==> config.mk <==
export PLATFORM = sky130hd
export DESIGN_NAME = dcache_wt
export DESIGN_NICKNAME = d
export VERILOG_FILES = /design/src/rtl/dcache_pkg.sv /design/src/rtl/dcache_array.sv /design/src/rtl/dcache_wt.sv
export SDC_FILE = /design/constraint.sdc
export NUM_CORES = 2
export LEC_CHECK = 0
export ABC_AREA = 1
export CAP_MARGIN = 15
export CELL_PAD_IN_SITES_DETAIL_PLACEMENT = 1
export CELL_PAD_IN_SITES_GLOBAL_PLACEMENT = 2
export CORE_MARGIN = 2
export CORE_UTILIZATION = 45
export DETAILED_ROUTE_END_ITERATION = 16
export HOLD_SLACK_MARGIN = 0.03
export PLACE_DENSITY = 0.83
export SLEW_MARGIN = 5
export SYNTH_ARGS = -nofsm -noshare
export SYNTH_HDL_FRONTEND = slang
export SYNTH_SLANG_ARGS = --single-unit
==> constraint.sdc <==
create_clock -name clk -period 5 [get_ports clk]
set_input_delay 1 -clock clk [delete_from_list [all_inputs] [get_ports clk]]
set_output_delay 1 -clock clk [all_outputs]
set_load 0.05 [all_outputs]
==> src/rtl/dcache_pkg.sv <==
// dcache_pkg: shared geometry, FSM state type and address-split helpers for dcache_wt.
// Revision 1.0
`default_nettype none

package dcache_pkg;

  localparam int LINES = 16;
  localparam int WORDS = 4;
  localparam int WOFF  = $clog2(WORDS);
  localparam int IDXW  = $clog2(LINES);
  localparam int TAGW  = 30 - WOFF - IDXW;

  typedef enum logic [1:0] {
    IDLE   = 2'd0,
    REFILL = 2'd1,
    WRITE  = 2'd2
  } dcache_state_t;

  function automatic logic [WOFF-1:0] addr_word(input logic [31:0] addr);
    return addr[WOFF+1:2];
  endfunction

  function automatic logic [IDXW-1:0] addr_idx(input logic [31:0] addr);
    return addr[WOFF+IDXW+1:WOFF+2];
  endfunction

  function automatic logic [TAGW-1:0] addr_tag(input logic [31:0] addr);
    return addr[31:WOFF+IDXW+2];
  endfunction

endpackage

`default_nettype wire

==> src/rtl/dcache_array.sv <==
// dcache_array: tag/valid/data storage with async read, sync write and async valid clear.
// Revision 1.0
`default_nettype none

module dcache_array
  import dcache_pkg::*;
(
  input  logic            clk,
  input  logic            reset,
  input  logic [IDXW-1:0] rd_idx,
  input  logic [WOFF-1:0] rd_word,
  output logic            rd_valid,
  output logic [TAGW-1:0] rd_tag,
  output logic [31:0]     rd_data,
  input  logic            wr_en,
  input  logic [IDXW-1:0] wr_idx,
  input  logic [WOFF-1:0] wr_word,
  input  logic [31:0]     wr_data,
  input  logic            fill_en,
  input  logic [IDXW-1:0] fill_idx,
  input  logic [TAGW-1:0] fill_tag,
  input  logic            inval_en,
  input  logic [IDXW-1:0] inval_idx
);

  logic [LINES-1:0] valid_q;
  logic [TAGW-1:0]  tag_mem  [LINES];
  logic [31:0]      data_mem [LINES][WORDS];

  assign rd_valid = valid_q[rd_idx];
  assign rd_tag   = tag_mem[rd_idx];
  assign rd_data  = data_mem[rd_idx][rd_word];

  always_ff @(posedge clk or posedge reset) begin
    if (reset) begin
      valid_q <= '0;
    end else begin
      if (inval_en) valid_q[inval_idx] <= 1'b0;
      if (fill_en)  valid_q[fill_idx]  <= 1'b1;
    end
  end

  // Payload RAMs are intentionally unreset; valid bits alone qualify them.
  always_ff @(posedge clk) begin
    if (wr_en)   data_mem[wr_idx][wr_word] <= wr_data;
    if (fill_en) tag_mem[fill_idx]         <= fill_tag;
  end

endmodule

`default_nettype wire

==> src/rtl/dcache_wt.sv <==
// dcache_wt: direct-mapped write-through, no-write-allocate data cache with req/ack memory port.
// Revision 1.0
`default_nettype none

module dcache_wt
  import dcache_pkg::*;
(
  input  logic        clk,
  input  logic        reset,
  input  logic        re,
  input  logic        we,
  input  logic [31:0] a,
  input  logic [31:0] wd,
  output logic [31:0] rd,
  output logic        stall,
  output logic        mem_req,
  output logic        mem_we,
  output logic [31:0] mem_a,
  output logic [31:0] mem_wd,
  input  logic [31:0] mem_rdata,
  input  logic        mem_ack
);

  dcache_state_t state_q, state_d;

  logic [WOFF-1:0] cnt_q;
  logic [TAGW-1:0] ltag_q;
  logic [IDXW-1:0] lidx_q;

  logic [WOFF-1:0] word;
  logic [IDXW-1:0] idx;
  logic [TAGW-1:0] tag;

  logic            line_valid;
  logic [TAGW-1:0] line_tag;
  logic [31:0]     line_data;
  logic            hit;

  logic            wr_en;
  logic [IDXW-1:0] wr_idx;
  logic [WOFF-1:0] wr_word;
  logic [31:0]     wr_data;
  logic            fill_en;
  logic            start_refill;
  logic            stall_int;
  logic            req_int;

  assign word = addr_word(a);
  assign idx  = addr_idx(a);
  assign tag  = addr_tag(a);
  assign hit  = line_valid && (line_tag == tag);

  dcache_array u_array (
    .clk       (clk),
    .reset     (reset),
    .rd_idx    (idx),
    .rd_word   (word),
    .rd_valid  (line_valid),
    .rd_tag    (line_tag),
    .rd_data   (line_data),
    .wr_en     (wr_en),
    .wr_idx    (wr_idx),
    .wr_word   (wr_word),
    .wr_data   (wr_data),
    .fill_en   (fill_en),
    .fill_idx  (lidx_q),
    .fill_tag  (ltag_q),
    .inval_en  (start_refill),
    .inval_idx (idx)
  );

  always_comb begin
    state_d      = state_q;
    stall_int    = 1'b0;
    req_int      = 1'b0;
    mem_we       = 1'b0;
    mem_a        = '0;
    mem_wd       = '0;
    wr_en        = 1'b0;
    wr_idx       = idx;
    wr_word      = word;
    wr_data      = wd;
    fill_en      = 1'b0;
    start_refill = 1'b0;
    rd           = (re && hit) ? line_data : '0;

    case (state_q)
      IDLE: begin
        if (we) begin
          stall_int = 1'b1;
          state_d   = WRITE;
        end else if (re && !hit) begin
          stall_int    = 1'b1;
          start_refill = 1'b1;
          state_d      = REFILL;
        end
      end

      REFILL: begin
        stall_int = 1'b1;
        req_int   = 1'b1;
        mem_a     = {ltag_q, lidx_q, cnt_q, 2'b00};
        wr_idx    = lidx_q;
        wr_word   = cnt_q;
        wr_data   = mem_rdata;
        if (mem_ack) begin
          wr_en = 1'b1;
          if (cnt_q == WOFF'(WORDS - 1)) begin
            fill_en = 1'b1;
            state_d = IDLE;
          end
        end
      end

      WRITE: begin
        req_int   = 1'b1;
        mem_we    = 1'b1;
        mem_a     = {a[31:2], 2'b00};
        mem_wd    = wd;
        // Releasing stall on the ack cycle lets the store retire on the same edge.
        stall_int = !mem_ack;
        if (mem_ack) begin
          wr_en   = hit;
          state_d = IDLE;
        end
      end

      default: state_d = IDLE;
    endcase
  end

  assign stall   = stall_int & ~reset;
  assign mem_req = req_int & ~reset;

  always_ff @(posedge clk or posedge reset) begin
    if (reset) begin
      state_q <= IDLE;
      cnt_q   <= '0;
      ltag_q  <= '0;
      lidx_q  <= '0;
    end else begin
      state_q <= state_d;
      if (start_refill) begin
        cnt_q  <= '0;
        ltag_q <= tag;
        lidx_q <= idx;
      end else if (state_q == REFILL && mem_ack) begin
        cnt_q <= cnt_q + WOFF'(1);
      end
    end
  end

endmodule

`default_nettype wire

==> flow_summary.toml <==
[timing]
setup_viol = 1
period_needed_ps = 5000
hold_viol = 0
max-slew-margin-rel = 0.382
fmax_mhz = 200
whs_ps = 490
setup_ws_ps = -1.28
finalClockSkew_ps = 93.2
worst_pin_slew_ps = 917
rsz0062_at_grt = "yes"
timing.final.max_slew_violations = 0
fin_crit_sh = 1.00

[power]
p_clk_frac = 0.376
pwr-share-comb = 0.122
intPower_w = 0.0376
peakVddDrop_mv = 0.466
p_switching_w = 0.0134
power.leakage_nw = 37.9
p_sw_frac = 0.263
p_seq_frac = 0.503
cellPowerDensity_nw_per_um2 = 451

[setup_path]
rr_endpoint = "u_array.data_mem[7][47]"
reg2reg_depth = 8
crit_top_cell = "buf_12"
worst_path_max_delay_cell = "o21ai_0"
r2r_slack_ps = 1510
path_max_fanout = 28
worstSetupStartpointType = "input port"
path_class = "in2out"
arrival_ps = 4000
max_stage_delay_ps = 780
cp-end-kind = "output pin"
crit_chain = "buf_4 > buf_12 > buf_4 > nor2_4 > inv_8 > buf_12 > buf_12 > o22ai_1 > o21ai_0 > o211ai_1 > o22ai_1 > o21ai_0 > nor2_4 > buf_12"
reg2reg_from = "state_q[1]"
cp.required_ps = 4000
cp-startpoint = "a[5]"

[grt]
busiest_layer = "met2"
grt_pass1_vias = 65600
grt_remaining_overflow = 0
grt_use_met2 = 0.487
grtUsageTotal = 0.302
antenna_found_initial = 6
grt_max_degree = 80
grtUsageMet3 = 0.0539
met1_usage = 0.399
grt_pass1_wl_um = 463000

[routing]
viasPerCell = 6.36
avgRoutedWirePerCell_um = 32.5
postRouteAntennaNets = 0
wl_um = 325000
drc = 0
dr.pass1.iters = 5
vias = 63600
initialDrtViolationCount = 8084

[final_layout]
layout-drive-gt1-share = 0.155
nets = 7130
final_common_cell = "edfxtp_1"
syn_to_final_growth_pct = 21.0
final_cell_mix = "edfxtp_1 (2432), nand2_1 (1152), o22ai_1 (942), o21ai_0 (503), buf_4 (388)"
layoutNonFillerInstCount = 9992

[synth]
synthArstFlopShare = 0.0194
synth_ff_type = "edfxtp_1"
synth_edf_count = 2432
syn_area_per_cell_um2 = 14.6
synth_seq_cells = 2480
yosysWarnings = 0
synthDistinctLibCells = 44
synth_area_um2 = 93600
ys_seq_area_frac = 0.793
synthCells = 6395

[clock_tree]
clock_tree.root_cell = "clkbuf_16"
clk_latency_ps = 950
cts_hold_buffers = 0
clkSlewWorstSetupHoldPaths_ps = 60
clkSinkCount = 2480
ctsLongestPathBuffers = 4
cts_tree = "yes"
cts_made_buffers = 277
ctsHtreeMaxLevel = 5

[placed_design]
portBuffers = 195
dp.cells = 9520
dp_slack_ps = -130
routabilityCongestion = 0.830
dp_hpwl_um = 188000

[floorplanning]
dieArea_um2 = 212000
coreArea_um2 = 207000
die_w_um = 460
die_y_um = 460
rows = 167
initial_core_util = 0.452
num_io_pins = 200

[min_path]
hold_path.startpoint = "u_array.valid_q[11]"
min_to = "u_array.valid_q[11]"
min_path_type = "reg2reg"
hold-path-cell-count = 2

[run_status]
violations = "setup timing"
outcome = "complete, but fails checks"

[flow_run]
max_cap_violations = 0
## state kept, by name (all words and copies together) (netlist names)
name,cells
cnt_q,2
u_array.data_mem,2048
ltag_q,24
state_q,2
lidx_q,4
u_array.tag_mem,384
u_array.valid_q,16
## power groups by stage
stage	Clock [W]	Sequential, W	Combinational [W]
2_1_floorplan	0	0.0259	0.00303
3_5_place_dp	0	0.0261	0.00605
3_3_place_gp	0	0.0261	0.00577
6_report	0.0192	0.0257	0.00620
4_1_cts	0.0193	0.0257	0.00610
5_1_grt	0.0200	0.0257	0.00661
## per-stage QoR
| stage | setup TNS [ps] | area (um^2) | total power (W) | utilization |
|---|---|---|---|---|
| after floorplan | 0 | 93600 | 0.0289 | - |
| after global placement | -1570 | 105000 | 0.0318 | 0.505 |
| after detailed placement | -1380 | 105000 | 0.0322 | 0.505 |
| after CTS | 0 | 113000 | 0.0511 | 0.545 |
| after global routing | -2240 | 113000 | 0.0524 | 0.547 |
| final | -1.28 | 113000 | 0.0511 | 0.547 |
## worst max-delay path: cells and delay by family
family | cells | cell delay, ps
AO/OA/AOI/OAI | 5 | 1440
buffers and inverters | 7 | 1190
AND/OR/NAND/NOR | 2 | 330
## cells by family after synthesis
| family | Yosys count | synth area share |
|---|---|---|
| adders and majority gates | 5 | 0.000668 |
| DFF | 2480 | 0.793 |
| and+or+nand+nor | 1646 | 0.0715 |
| other | 1 | 0.0000400 |
| AOI/OAI and AO/OA | 1732 | 0.112 |
| buffers and inverters | 531 | 0.0234 |
## cells in the mapped netlist (2+ instances only)
master     number  area [um^2]
o211ai_1       14          105
a221oi_1       15          131
nand3_1        94          470
a41oi_1        14          123
a22oi_1        32          240
nand4_1        93          582
o22ai_1       943         5900
dfrtp_1        48         1200
clkbuf_1      253          950
a21boi_0        7         52.6
o21ai_0       510         2550
buf_1          55          206
ha_1            5         62.6
nand2_2         3         18.8
nor2_2          6         37.5
o22a_1         41          359
nor2_1        227          852
inv_1         114          428
o221ai_1       51          447
nor3_1         12         60.1
nand3_4         4         70.1
o2111ai_1       2         17.5
buf_6           5         56.3
inv_2           5         18.8
nor3b_1         2         15.0
buf_4          14          105
buf_2          85          425
o21ai_1        28          140
nand2_1      1185         4450
or2_2           2         12.5
o21a_1          2         15.0
nand3b_1       11         82.6
a21oi_1        69          345
edfxtp_1     2432        73000
nor4_1          3         18.8
## how the worst max path moves through the flow
stage / to
floorplan: u_array.data_mem[0][0]
global placement: rd[0]
global route: rd[30]
finish: rd[6]
CTS: mem_a[24]
detailed placement: rd[30]
## timing repair
action | CTS | global route
resized for setup | 16 | 56
buffers inserted | 0 | 8
pin swaps | 0 | 10
endpoints found under the setup margin | 32 | 36
cloned | 0 | 3
## metal layers
layer / share of wire / up-vias
met2: 0.48 / 3902
met4: 0.048 / 2
met3: 0.097 / 843
li1: - / 26000
met1: 0.38 / 32900
met5: 0.000040 / -
## layout make-up
cell class / count / area, um^2
fill: 19600 / 93800
sequential: 2480 / 74200
multi-input combinational: 3385 / 18100
timing repair buffer: 761 / 8790
clock buffer: 351 / 7390
tap: 2788 / 3490
clock inverter: 104 / 845
inverter: 119 / 477
antenna: 4 / 10.0
No activity file was read; power rests on OpenSTA's default activity.
